`config.mk`:
```
export PLATFORM = sky130hd
export DESIGN_NAME = nios_fprint_processor1_0_cpu1_oci_dct_packer
export DESIGN_NICKNAME = d
export VERILOG_FILES = /design/src/rtl/nios_fprint_processor1_0_cpu1_oci_dct_packer.sv
export SDC_FILE = /design/constraint.sdc
export NUM_CORES = 1
export LEC_CHECK = 0
export CAP_MARGIN = 25
export CORE_MARGIN = 1
export CORE_UTILIZATION = 23
export DETAILED_ROUTE_END_ITERATION = 12
export MAX_ROUTING_LAYER = met4
export PLACE_DENSITY = 0.45
export SLEW_MARGIN = 20
export SYNTH_ARGS = -nofsm -noshare
export SYNTH_HDL_FRONTEND = slang
export SYNTH_SLANG_ARGS = --single-unit
export TNS_END_PERCENT = 10
```
`constraint.sdc`:
```
create_clock -name clk -period 2.9 [get_ports clk]
set_input_delay 0.87 -clock clk [delete_from_list [all_inputs] [get_ports clk]]
set_output_delay 0.87 -clock clk [all_outputs]
set_load 0.03 [all_outputs]
```
`src/rtl/nios_fprint_processor1_0_cpu1_oci_dct_packer.sv`:
```
// Debug-trace packer: shifts 2-bit trace symbols into 30-bit words and hands
// full or flushed-partial words to the trace store over a valid/ready port.
module nios_fprint_processor1_0_cpu1_oci_dct_packer #(
   parameter int SYM_W = 2,
   parameter int SLOTS = 15,
   parameter int BUF_W = 30,
   parameter int CNT_W = 4
) (
   input  logic             clk,
   input  logic             reset,
   input  logic             sym_valid,
   input  logic [SYM_W-1:0] sym_data,
   output logic             sym_ready,
   input  logic             flush,
   output logic             out_valid,
   output logic [BUF_W-1:0] out_data,
   output logic [CNT_W-1:0] out_count,
   input  logic             out_ready,
   output logic [BUF_W-1:0] dct_buffer,
   output logic [CNT_W-1:0] dct_count,
   output logic             test_ending,
   output logic             test_has_ended
);

   typedef enum logic [1:0] {FILL, HOLD, ENDED} state_t;

   localparam logic [CNT_W-1:0] LAST_SLOT = CNT_W'(SLOTS - 1);
   localparam logic [CNT_W-1:0] FULL_CNT  = CNT_W'(SLOTS);

   state_t           state;
   logic             flush_pend;
   logic             accept;
   logic             handshake;
   logic [BUF_W-1:0] packed_buf;
   logic [CNT_W-1:0] packed_cnt;

   // NOTE: every always_comb output gets a default first so no latch is inferred.
   always_comb begin
      sym_ready = 1'b0;
      case (state)
         FILL:    sym_ready = 1'b1;
         HOLD:    sym_ready = out_ready & ~flush_pend & ~test_ending;
         default: sym_ready = 1'b0;
      endcase
   end

   assign accept     = sym_valid & sym_ready;
   assign handshake  = out_valid & out_ready;
   // Oldest symbol drifts toward the MSB as new ones enter at the bottom.
   assign packed_buf = {dct_buffer[BUF_W-SYM_W-1:0], sym_data};
   assign packed_cnt = dct_count + CNT_W'(1);

   // NOTE: sequential state uses non-blocking assignments only, so every
   // register samples the pre-edge values regardless of statement order.
   always_ff @(posedge clk) begin
      if (reset) begin
         state          <= FILL;
         dct_buffer     <= '0;
         dct_count      <= '0;
         out_valid      <= 1'b0;
         out_data       <= '0;
         out_count      <= '0;
         test_ending    <= 1'b0;
         test_has_ended <= 1'b0;
         flush_pend     <= 1'b0;
      end else begin
         case (state)
            FILL: begin
               if (accept && dct_count == LAST_SLOT) begin
                  out_valid  <= 1'b1;
                  out_data   <= packed_buf;
                  out_count  <= FULL_CNT;
                  dct_buffer <= '0;
                  dct_count  <= '0;
                  flush_pend <= flush;
                  state      <= HOLD;
               end else if (flush && (accept || dct_count != '0)) begin
                  out_valid   <= 1'b1;
                  out_data    <= accept ? packed_buf : dct_buffer;
                  out_count   <= accept ? packed_cnt : dct_count;
                  dct_buffer  <= '0;
                  dct_count   <= '0;
                  test_ending <= 1'b1;
                  state       <= HOLD;
               end else if (flush) begin
                  test_has_ended <= 1'b1;
                  state          <= ENDED;
               end else if (accept) begin
                  dct_buffer <= packed_buf;
                  dct_count  <= packed_cnt;
               end
            end

            HOLD: begin
               if (handshake) begin
                  if (test_ending) begin
                     out_valid      <= 1'b0;
                     test_ending    <= 1'b0;
                     test_has_ended <= 1'b1;
                     state          <= ENDED;
                  end else if (flush_pend || flush) begin
                     // A flush arriving on the handshake cycle behaves like one already pending.
                     flush_pend <= 1'b0;
                     if (accept || dct_count != '0) begin
                        out_data    <= accept ? packed_buf : dct_buffer;
                        out_count   <= accept ? packed_cnt : dct_count;
                        dct_buffer  <= '0;
                        dct_count   <= '0;
                        test_ending <= 1'b1;
                     end else begin
                        out_valid      <= 1'b0;
                        test_has_ended <= 1'b1;
                        state          <= ENDED;
                     end
                  end else begin
                     out_valid <= 1'b0;
                     state     <= FILL;
                     if (accept) begin
                        dct_buffer <= packed_buf;
                        dct_count  <= packed_cnt;
                     end
                  end
               end else if (flush && !test_ending) begin
                  flush_pend <= 1'b1;
               end
            end

            default: begin
               out_valid <= 1'b0;
            end
         endcase
      end
   end

endmodule
```
# --- Word-level counts from Yosys, hierarchy flattened ---
# Cells that the tools add are included.
totals:
  register_bits: 74
  inputBits: 7
  output_inout_bits: 72
  elab_cells: 121
op_classes:
  add_sub_neg: 1
  n_eq_ne: 21
  muxes: 68
  bitwise_logic: 6
  n_reduce_logical: 16
op_table:
  columns: ["cell", "count"]
  rows:
  - ["$mux W30", 14]
  - ["$pmux W30 S2", 2]
  - ["$mux W4", 14]
  - ["$mux W1", 23]
  - ["$ne A3 B3 Y1 const B", 7]
  - ["$ne A2 B2 Y1 const B", 9]
  - ["$pmux W4 S2", 2]
  - ["$mux W2", 7]
  - ["$ne A4 B4 Y1 const B", 3]
  - ["$pmux W1 S2", 5]
  - ["$reduce_and A5 Y1", 2]
  - ["$reduce_and A4 Y1", 2]
  - ["$reduce_and A7 Y1", 1]
  - ["$reduce_and A6 Y1", 1]
  - ["$add A4 B1 Y4 const B", 1]
  - ["$and A1 B1 Y1", 4]
  - ["$eq A4 B4 Y1 const B", 1]
  - ["$pmux W2 S2", 1]
  - ["$reduce_bool A4 Y1", 1]
  - ["$logic_and A1 B1 Y1", 3]
  - ["$reduce_and A3 Y1", 1]
  - ["$eq A2 B1 Y1 const B", 1]
  - ["$logic_not A2 Y1", 1]
  - ["$logic_or A1 B1 Y1", 2]
  - ["3 further kinds", 4]

# --- Depth between registers and ports, before layout ---
# Gate-level depths: netlist of run 1.
logic_depth:
  ltp_word: 11
  ltp_mapped: 9
  ltp_nobuf: 7

# --- Least setup slack after synthesis of run 1 ---
# OpenSTA, ideal clock, no wires.
synth_timing:
  path_kind: "in2out"
  start: "in out_ready"
  end: "out sym_ready"
  t_arrival_ns: 1.775
  t_required_ns: 2.030
  slack_ns: 0.255
  cell_stages: 2
  n_path_buf: 0
  cell_sequence: "or3b_4 > a21oi_1"
synth_between:
  elab_chain_cells: 3
synth_lines:
  columns: ["item", "line_no", "source"]
  rows:
  - ["start: declaration", "18", "input logic out_ready,"]
  - ["$and A1 B1 Y1 (2 in series)", "42", "HOLD: sym_ready = out_ready & ~flush_pend & ~test_ending;"]
  - ["$pmux W1 S2", "40", "case (state)"]
  - ["end: declaration", "13", "output logic sym_ready,"]
# Every way passes these cells.

# --- Worst setup path after layout of run 1 ---
# Ends and elaborated chain as after synthesis.

==> results.sh, run 1 <==
export IMPL_finish_net_count=405
export IMPL_route_final_wire_length_mm=8.79
export IMPL_routedWlPerCell_um=15.2
export IMPL_crit_required_ns=2.03
export IMPL_synth_edff_count=0
export IMPL_timing_hold_worst_class="register to register"
export IMPL_vdd_ir_drop_max_mv=0.293
export IMPL_met2_wirelength_mm=3.99
export IMPL_worst_setup_path_end_kind="primary output"
export IMPL_grt_first_pass_wirelength_mm=14.2
export IMPL_first_global_vias=2668
export IMPL_ios=79
export IMPL_critPathKind="input pin to primary output"
export IMPL_antenna_violations_before_repair=0
export IMPL_routed_via_density=4.68
export IMPL_slew_headroom=0.494
export IMPL_htree_levels=3
export IMPL_hold_violations=0
export IMPL_post_route_drc_count=0
export IMPL_clock_sinks=74
export IMPL_layout_common_cells="sky130_fd_sc_hd__clkdlybuf4s50_1, sky130_fd_sc_hd__dfxtp_1, sky130_fd_sc_hd__nor2_1"
export IMPL_tightestPinTransition_ns=0.758
export IMPL_chipWidth_um=121
export IMPL_report_power_total_mw=3.94
export IMPL_mostFrequentLayoutCell="sky130_fd_sc_hd__clkdlybuf4s50_1"
export IMPL_detailroute_wirelength_met3_um=401
export IMPL_cts_tree="done"
export IMPL_cp_start_kind="input pin"
export IMPL_syn_inst=321
export IMPL_cellLeakagePower_nw=1.61
export IMPL_clockRootBuffer="sky130_fd_sc_hd__clkbuf_16"
export IMPL_vias=2708
export IMPL_drtAntennaViolNets=0
export IMPL_place_detailed_hpwl_mm=5.87
export IMPL_run_status="complete, no violations"
export IMPL_yosys_warnings=0
export IMPL_worst_skew_pair_late_latency_ns=0.34
export IMPL_setup_viol=0
export IMPL_placed_area_mm2=0.00425
export IMPL_detail_route_wirelength_met1_mm=4.27
export IMPL_ys_flop_type="sky130_fd_sc_hd__dfxtp_1"
export IMPL_final_layout_size_suffix_gt1_frac=0.120
export IMPL_pin_count_of_the_biggest_net_entering_global_routing=46
export IMPL_postSynthRegisterBits=74
export IMPL_worstPathMaxFanout=2
export IMPL_report_final_slew_viol_count=0
export IMPL_clkTransAtPathRegs_ns=0.05
export IMPL_finalWeightedCongestion=0.881
export IMPL_coreArea_mm2=0.0139
export IMPL_area_delta_synth_final_pct=37.9
export IMPL_netlist_cell_type_count=46
export IMPL_holdBufCountCts=0
export IMPL_floorplan_die_height_um=121
export IMPL_setup_repair_after_global_routing_missed_its_margin="false"
export IMPL_timing_final_ws_setup_ns=0.376
export IMPL_drt_iter0_drc=124
export IMPL_fin_worst_skew_ns=0.00579
export IMPL_setup_slack_at_placement_ns=-0.0220
export IMPL_drt_pre_antenna_iters=4
export IMPL_fillerInstances=1473
export IMPL_dr_max_layer_used="met4"
export IMPL_dieArea_mm2=0.0148
export IMPL_yosysSeqAreaShare=0.451
export IMPL_buffer_ports_inserted=78
export IMPL_grt_overflow_total=0
export IMPL_p_per_area_mw_per_mm2=870
export IMPL_grt_total_usage=0.129
export IMPL_antenna_diode_count=0
export IMPL_finalCriticalPeriod_ns=2.52
export IMPL_async_reset_ff_frac=0
export IMPL_site_rows=43
export IMPL_synth_area_per_cell_um2=10.2
export IMPL_synth_cell_area_mm2=0.00328
export IMPL_cts_buffers=9
export IMPL_timing_final_crit_share=0.870
export IMPL_fmaxAchievable_mhz=396
export IMPL_clock_path_buffers=2
export IMPL_design_area_mm2=0.00453
export IMPL_arrival_time_worst_endpoint_ns=1.65
export IMPL_finalHoldWorstSlack_ns=0.460
export IMPL_mappedNetlistNets=331
export IMPL_initial_utilization=0.237
export IMPL_max_cap_viol_count=0
## flip-flops by register name (all words and copies together) (netlist names)
| name | flops |
|---|---|
| out_data | 30 |
| state | 2 |
| dct_count | 4 |
| flush_pend | 1 |
| test_has_ended | 1 |
| test_ending | 1 |
| out_valid | 1 |
| out_count | 4 |
| dct_buffer | 30 |
## cell type report
| class | count | area, µm² | share of cell area |
|---|---|---|---|
| clock buffer | 13 | 260 | 0.0575 |
| timing repair buffer | 93 | 930 | 0.205 |
| tap | 180 | 225 | 0.0497 |
| multi-input combinational | 211 | 1600 | 0.353 |
| sequential | 74 | 1480 | 0.327 |
| inverter | 6 | 22.5 | 0.00497 |
| clock inverter | 2 | 12.5 | 0.00276 |
## per-layer routing
metal,track usage,vias to the layer above
li1,-,1356
met1,0.164,1276
met2,0.190,66
met3,0.0371,10
met4,0.0532,0
met5,-,-
## metrics by stage
stage | TNS, ns | std cells | utilization
5_1_grt | 0 | 579 | 0.326
6_report | 0 | 579 | 0.326
4_1_cts | 0 | 579 | 0.326
3_5_place_dp | -0.0286 | 564 | 0.306
2_1_floorplan | 0 | 321 | -
3_3_place_gp | -0.0296 | 564 | 0.306
## cells in the mapped netlist, drive strengths merged, types with 2 or more instances
master,number,area share
a2111oi,2,0.0053
a211oi,32,0.090
a21o,3,0.0069
a21oi,12,0.022
a22o,31,0.083
a31oi,3,0.0057
and3,2,0.0038
buf,21,0.048
clkbuf,9,0.010
dfxtp,74,0.45
ha,3,0.011
inv,6,0.0069
mux2i,31,0.095
nand2,3,0.0034
nand2b,11,0.021
nand3,4,0.0061
nand4,3,0.0057
nor2,39,0.045
nor3,3,0.0061
o211ai,5,0.011
o21a,2,0.0046
o22ai,3,0.0076
o31ai,3,0.0069
or3b,2,0.0061
## critical path: stages
cell and delay [ns]:
sky130_fd_sc_hd__dlymetal6s2s_1 0.09, sky130_fd_sc_hd__or3b_4 0.39, sky130_fd_sc_hd__a21oi_2 0.16, sky130_fd_sc_hd__buf_6 0.15
## repair_timing
action | CTS | global route
setup endpoints to repair | 1 | 1
pin swaps | 1 | 1
endpoints found under the hold margin | 0 | 0
setup buffers | 0 | 0
gates resized for setup | 2 | 1
## path summary, 6_finish.rpt
| check | slack [ns] | cells past startpoint | endpoint | from |
|---|---|---|---|---|
| setup / recovery | 0.38 | 4 | sym_ready | out_ready |
| hold / removal | 0.46 | 2 | test_has_ended$_SDFFE_PP0P_ | test_has_ended$_SDFFE_PP0P_ |
| setup reg to reg | 0.66 | 8 | dct_buffer[6]$_SDFFE_PP0P_ | dct_count[0]$_SDFFE_PP0P_ |
| hold reg to reg | 0.46 | 2 | test_has_ended$_SDFFE_PP0P_ | test_has_ended$_SDFFE_PP0P_ |
## report_power, final
part | internal (mW) | switching [mW] | total [mW]
Sequential | 1.20 | 0.144 | 1.34
Clock | 0.620 | 0.407 | 1.03
Combinational | 0.652 | 0.915 | 1.57
## kinds of logic after synthesis
| group | after synthesis | synth area share |
|---|---|---|
| AND/OR/NAND/NOR | 73 | 0.114 |
| buffers and inverters | 36 | 0.0655 |
| adder cells (fa/ha/maj) | 3 | 0.0114 |
| multiplexers | 32 | 0.0979 |
| flip-flops | 74 | 0.451 |
| AO/OA/AOI/OAI | 103 | 0.260 |
(Power assumes the default switching activity.)
==> run 2: changes to the inputs <==
--- a/config.mk
+++ b/config.mk
@@ -9,7 +9,6 @@
 export CORE_MARGIN = 1
 export CORE_UTILIZATION = 23
 export DETAILED_ROUTE_END_ITERATION = 12
-export MAX_ROUTING_LAYER = met4
 export PLACE_DENSITY = 0.45
 export SLEW_MARGIN = 20
 export SYNTH_ARGS = -nofsm -noshare
==> run 2 against run 1 <==
Effect of this change: power is essentially flat; count of clock-buffer cells in the layout stayed put; clock power about the same; die area is the same.
==> results.sh, run 2 (same netlist as run 1, synthesis figures left out) <==
export IMPL_design_area_mm2=0.00453
export IMPL_setup_slack_at_placement_ns=-0.0220
export IMPL_slew_headroom=0.499
export IMPL_routed_via_density=4.66
export IMPL_cellInternalPower_mw=2.47
export IMPL_fmaxAchievable_mhz=396
export IMPL_finish_net_count=405
export IMPL_finalWeightedCongestion=0.867
export IMPL_layout_common_cells="sky130_fd_sc_hd__clkdlybuf4s50_1, sky130_fd_sc_hd__dfxtp_1, sky130_fd_sc_hd__nor2_1"
export IMPL_fin_worst_skew_ns=0.00570
export IMPL_fin_tns_setup_ns=0
export IMPL_worstPathMaxFanout=2
export IMPL_cellLeakagePower_nw=1.61
export IMPL_cp_start_kind="input pin"
export IMPL_detail_route_wirelength_met1_mm=4.26
export IMPL_grt_overflow_total=0
export IMPL_comb_power_share=0.398
export IMPL_detailroute_wirelength_met3_um=374
export IMPL_cts_tree="done"
export IMPL_grt_first_pass_wirelength_mm=14.1
export IMPL_place_detailed_hpwl_mm=5.87
export IMPL_mostFrequentLayoutCell="sky130_fd_sc_hd__clkdlybuf4s50_1"
export IMPL_worst_setup_path_end_kind="primary output"
export IMPL_tightestPinTransition_ns=0.751
export IMPL_fillerInstances=1473
export IMPL_p_per_area_mw_per_mm2=870
export IMPL_grt_total_usage=0.125
export IMPL_routedWlPerCell_um=15.2
export IMPL_route_final_wire_length_mm=8.79
export IMPL_floorplan_die_height_um=121
export IMPL_layout_core_utilization=0.326
export IMPL_crit_required_ns=2.03
export IMPL_run_status="complete, no violations"
export IMPL_placed_area_mm2=0.00425
export IMPL_critPathKind="input pin to primary output"
export IMPL_timing_hold_worst_class="register to register"
export IMPL_chipWidth_um=121
export IMPL_final_layout_size_suffix_gt1_frac=0.120
export IMPL_report_final_slew_viol_count=0
export IMPL_clock_path_buffers=2
export IMPL_net_switching_power_of_the_design_mw=1.47
export IMPL_buffer_ports_inserted=78
export IMPL_drt_pre_antenna_iters=4
export IMPL_vdd_ir_drop_max_mv=0.296
export IMPL_met2_wirelength_mm=4.03
export IMPL_power_switching_share=0.373
export IMPL_vias=2696
export IMPL_timing_final_crit_share=0.870
export IMPL_first_global_vias=2671
export IMPL_finalHoldWorstSlack_ns=0.459
export IMPL_drtAntennaViolNets=0
export IMPL_htree_levels=3
export IMPL_finalCriticalPeriod_ns=2.52
export IMPL_top_regs="dct_buffer x30, out_data x30"
export IMPL_hold_violations=0
export IMPL_antenna_diode_count=0
export IMPL_area_delta_synth_final_pct=37.9
export IMPL_site_rows=43
export IMPL_final_cell_count_no_fill=579
export IMPL_initial_utilization=0.237
export IMPL_worst_skew_pair_late_latency_ns=0.33
export IMPL_dr_max_layer_used="met4"
export IMPL_coreArea_mm2=0.0139
export IMPL_pin_count_of_the_biggest_net_entering_global_routing=46
export IMPL_clockRootBuffer="sky130_fd_sc_hd__clkbuf_16"
export IMPL_pwr_share_seq=0.341
export IMPL_clock_sinks=74
export IMPL_arrival_time_worst_endpoint_ns=1.65
export IMPL_ios=79
export IMPL_setup_repair_after_global_routing_missed_its_margin="false"
export IMPL_post_route_drc_count=0
export IMPL_setup_viol=0
export IMPL_report_power_total_mw=3.94
export IMPL_dpl_cell_count=564
export IMPL_power_clock_fraction=0.261
export IMPL_clkTransAtPathRegs_ns=0.05
export IMPL_cts_buffers=9
export IMPL_drt_iter0_drc=140
export IMPL_holdBufCountCts=0
export IMPL_timing_final_ws_setup_ns=0.376
export IMPL_antenna_violations_before_repair=0
export IMPL_dieArea_mm2=0.0148
export IMPL_max_cap_viol_count=0
## run 2: cell counts in the layout (fill, tap and decap cells not counted)
No cell type changed its count.
## run 2: critical path, cell delays in order
cell	delay, ns
sky130_fd_sc_hd__dlymetal6s2s_1	0.09
sky130_fd_sc_hd__or3b_4	0.39
sky130_fd_sc_hd__a21oi_2	0.16
sky130_fd_sc_hd__buf_6	0.15
## run 2: power groups by stage
stage | clock network (mW) | logic (mW) | registers [mW]
after floorplan | 0 | 0.749 | 1.66
after detailed placement | 0 | 1.58 | 1.37
after global placement | 0 | 1.57 | 1.37
after CTS | 1.07 | 1.59 | 1.35
final | 1.03 | 1.57 | 1.34
after global routing | 1.12 | 1.69 | 1.37
## run 2: layout make-up
cell class	count	area [µm²]	share of cell area
Timing Repair Buffer	93	930	0.205
Tap cell	180	225	0.0497
Clock inverter	2	12.5	0.00276
Inverter	6	22.5	0.00497
Multi-Input combinational cell	211	1600	0.353
Sequential cell	74	1480	0.327
Clock buffer	13	260	0.0575
## run 2: timing repair
action,in CTS,in global routing
resized for setup,2,1
endpoints found under the setup margin,1,1
pin swaps,1,1
setup buffers,0,0
## run 2: path summary, 6_finish.rpt
path / end / slack [ns] / cells after the start / start
max: sym_ready / 0.38 / 4 / out_ready
min: test_has_ended$_SDFFE_PP0P_ / 0.46 / 2 / test_has_ended$_SDFFE_PP0P_
max reg2reg: dct_buffer[6]$_SDFFE_PP0P_ / 0.66 / 8 / dct_count[0]$_SDFFE_PP0P_
min reg2reg: test_has_ended$_SDFFE_PP0P_ / 0.46 / 2 / test_has_ended$_SDFFE_PP0P_
## run 2: per-layer routing
layer | global-route usage | up-vias
li1 | - | 1355
met1 | 0.160 | 1284
met2 | 0.192 | 48
met3 | 0.0390 | 9
met4 | 0.0532 | 0
met5 | 0 | -
==> run 3: changes to the inputs <==
==> constraint.sdc (replaced) <==
create_clock -name clk -period 3.2 [get_ports clk]
set_input_delay 0.96 -clock clk [delete_from_list [all_inputs] [get_ports clk]]
set_output_delay 0.96 -clock clk [all_outputs]
set_load 0.03 [all_outputs]
==> run 3 against run 2 <==
Effect of this change: register-to-register slack improved by 0.31 ns; sequential power decreased by 9%; critical path depth stayed put; worst setup slack worse by 0.28 ns; largest cell class unchanged; largest power group unchanged.
==> results.sh, run 3 (same netlist as run 1, synthesis figures left out) <==
export IMPL_ios=79
export IMPL_reg2reg_from="dct_count[0]$_SDFFE_PP0P_"
export IMPL_coreArea_mm2=0.0139
export IMPL_layout_common_cells="sky130_fd_sc_hd__clkdlybuf4s50_1, sky130_fd_sc_hd__dfxtp_1, sky130_fd_sc_hd__nor2_1"
export IMPL_finalCriticalPeriod_ns=3.10
export IMPL_fin_tns_setup_ns=0
export IMPL_cts_repair_resized=0
export IMPL_max_cap_viol_count=0
export IMPL_cp_slowest_stage_delay_ns=0.47
export IMPL_crit_required_ns=2.24
export IMPL_final_layout_size_suffix_gt1_frac=0.116
export IMPL_chipWidth_um=121
export IMPL_drt_pre_antenna_iters=4
export IMPL_crit_path_start="out_ready"
export IMPL_clock_sinks=74
export IMPL_run_status="complete, no violations"
export IMPL_cts_buffers=9
export IMPL_worst_skew_pair_late_latency_ns=0.33
export IMPL_reg2reg_slack_ns=0.97
export IMPL_routedWlPerCell_um=14.9
export IMPL_drtAntennaViolNets=0
export IMPL_p_per_area_mw_per_mm2=793
export IMPL_finalWeightedCongestion=0.851
export IMPL_tightestPinTransition_ns=0.730
export IMPL_pin_count_of_the_biggest_net_entering_global_routing=41
export IMPL_area_delta_synth_final_pct=37.3
export IMPL_fmaxAchievable_mhz=323
export IMPL_setup_viol=0
export IMPL_routed_via_density=4.74
export IMPL_floorplan_die_height_um=121
export IMPL_antenna_violations_before_repair=0
export IMPL_timing_critical_path_max_delay_family="buffers and inverters"
export IMPL_dieArea_mm2=0.0148
export IMPL_cp_depth=4
export IMPL_arrival_time_worst_endpoint_ns=2.14
export IMPL_timing_final_crit_share=0.969
export IMPL_setup_repair_after_global_routing_missed_its_margin="false"
export IMPL_clockRootBuffer="sky130_fd_sc_hd__clkbuf_16"
export IMPL_holdBufCountCts=0
export IMPL_vias=2728
export IMPL_first_global_vias=2695
export IMPL_post_route_drc_count=0
export IMPL_critPathKind="input pin to primary output"
export IMPL_cp_start_kind="input pin"
export IMPL_cts_setup_buffers=0
export IMPL_finish_net_count=403
export IMPL_cellLeakagePower_nw=1.60
export IMPL_timing_reg2reg_worst_path_depth=8
export IMPL_vdd_ir_drop_max_mv=0.280
export IMPL_final_cell_count_no_fill=576
export IMPL_grt_overflow_total=0
export IMPL_drt_iter0_drc=156
export IMPL_slew_headroom=0.513
export IMPL_report_final_slew_viol_count=0
export IMPL_clock_path_buffers=2
export IMPL_top_regs="dct_buffer x30, out_data x30"
export IMPL_hold_violations=0
export IMPL_timing_critical_path_cells="clkdlybuf4s50_1, or3b_4, a21oi_1, buf_4"
export IMPL_mostFrequentLayoutCell="sky130_fd_sc_hd__clkdlybuf4s50_1"
export IMPL_clkTransAtPathRegs_ns=0.05
export IMPL_rr_endpoint="dct_count[0]$_SDFFE_PP0P_"
export IMPL_place_detailed_hpwl_mm=5.87
export IMPL_route_final_wire_length_mm=8.60
export IMPL_critical_path_slowest_cell="sky130_fd_sc_hd__clkdlybuf4s50_1"
export IMPL_initial_utilization=0.237
export IMPL_grt_first_pass_wirelength_mm=14.0
export IMPL_antenna_diode_count=0
export IMPL_worstPathMaxFanout=2
export IMPL_critical_path_endpoint="sym_ready"
export IMPL_fin_worst_skew_ns=0.00384
export IMPL_worst_setup_path_end_kind="primary output"
export IMPL_site_rows=43
export IMPL_buffer_ports_inserted=78
export IMPL_dpl_cell_count=562
export IMPL_hold_path_depth=2
export IMPL_cts_tree="done"
export IMPL_htree_levels=3
export IMPL_crit_buf_inv=2
export IMPL_timing_hold_worst_class="register to register"
export IMPL_grt_total_usage=0.123
[run 3: cell types whose count changed in the layout (fill, tap and decap cells not counted)]
cell and delta:
sky130_fd_sc_hd__buf_4 -1, sky130_fd_sc_hd__clkbuf_1 -2, sky130_fd_sc_hd__buf_6 -1, sky130_fd_sc_hd__a21oi_2 -1
sky130_fd_sc_hd__clkdlybuf4s50_1 +1, sky130_fd_sc_hd__clkbuf_8 +1, sky130_fd_sc_hd__a21oi_1 +1, sky130_fd_sc_hd__dlymetal6s2s_1 -1
[run 3: how the worst min path moves through the flow]
| stage | start | end | slack [ns] |
|---|---|---|---|
| after floorplan | out_count[2]$_SDFFE_PP0P_ | out_count[2]$_SDFFE_PP0P_ | 0.59 |
| after global placement | test_has_ended$_SDFFE_PP0P_ | test_has_ended$_SDFFE_PP0P_ | 0.45 |
| after detailed placement | test_has_ended$_SDFFE_PP0P_ | test_has_ended$_SDFFE_PP0P_ | 0.46 |
| after CTS | test_has_ended$_SDFFE_PP0P_ | test_has_ended$_SDFFE_PP0P_ | 0.47 |
| after global routing | test_has_ended$_SDFFE_PP0P_ | test_has_ended$_SDFFE_PP0P_ | 0.48 |
| final | test_has_ended$_SDFFE_PP0P_ | test_has_ended$_SDFFE_PP0P_ | 0.46 |
[run 3: cell type report]
type                       instances  area, µm²
inverter                           6       22.5
clock buffer                      12        267
sequential                        74       1480
timing repair buffer              91        908
clock inverter                     2       12.5
tap                              180        225
multi-input combinational        211       1590
fill                            1455       9370
[run 3: tightest hold or removal path, stage by stage (launching register included)]
cell and delay (ns):
sky130_fd_sc_hd__dfxtp_1 0.33, sky130_fd_sc_hd__nand2b_1 0.06, sky130_fd_sc_hd__o31ai_1 0.05
[run 3: routing by layer]
| layer | vias to the layer above | global-route usage | part of all wire | wire (µm) |
|---|---|---|---|---|
| met4 | 0 | 0.0556 | 0.015 | 127 |
| li1 | 1339 | - | - | - |
| met3 | 13 | 0.0362 | 0.044 | 378 |
| met5 | - | 0 | 0 | 0 |
| met1 | 1320 | 0.159 | 0.48 | 4140 |
| met2 | 56 | 0.188 | 0.46 | 3950 |
[run 3: power by group]
group / switching (mW) / internal, mW / total, mW
clock network: 0.364 / 0.578 / 0.942
registers: 0.131 / 1.09 / 1.22
logic: 0.829 / 0.585 / 1.41
[run 3: stage by stage]
step	power, mW	util	setup WS (ns)	hold WS [ns]	area [µm²]
floorplan	2.18	-	0.375	0.593	3280
global placement	2.66	0.305	0.0986	0.454	4230
detailed placement	2.68	0.305	0.0901	0.460	4230
CTS	3.64	0.325	0.0825	0.474	4510
global route	3.80	0.325	0.0340	0.484	4510
finish	3.58	0.325	0.0993	0.464	4510
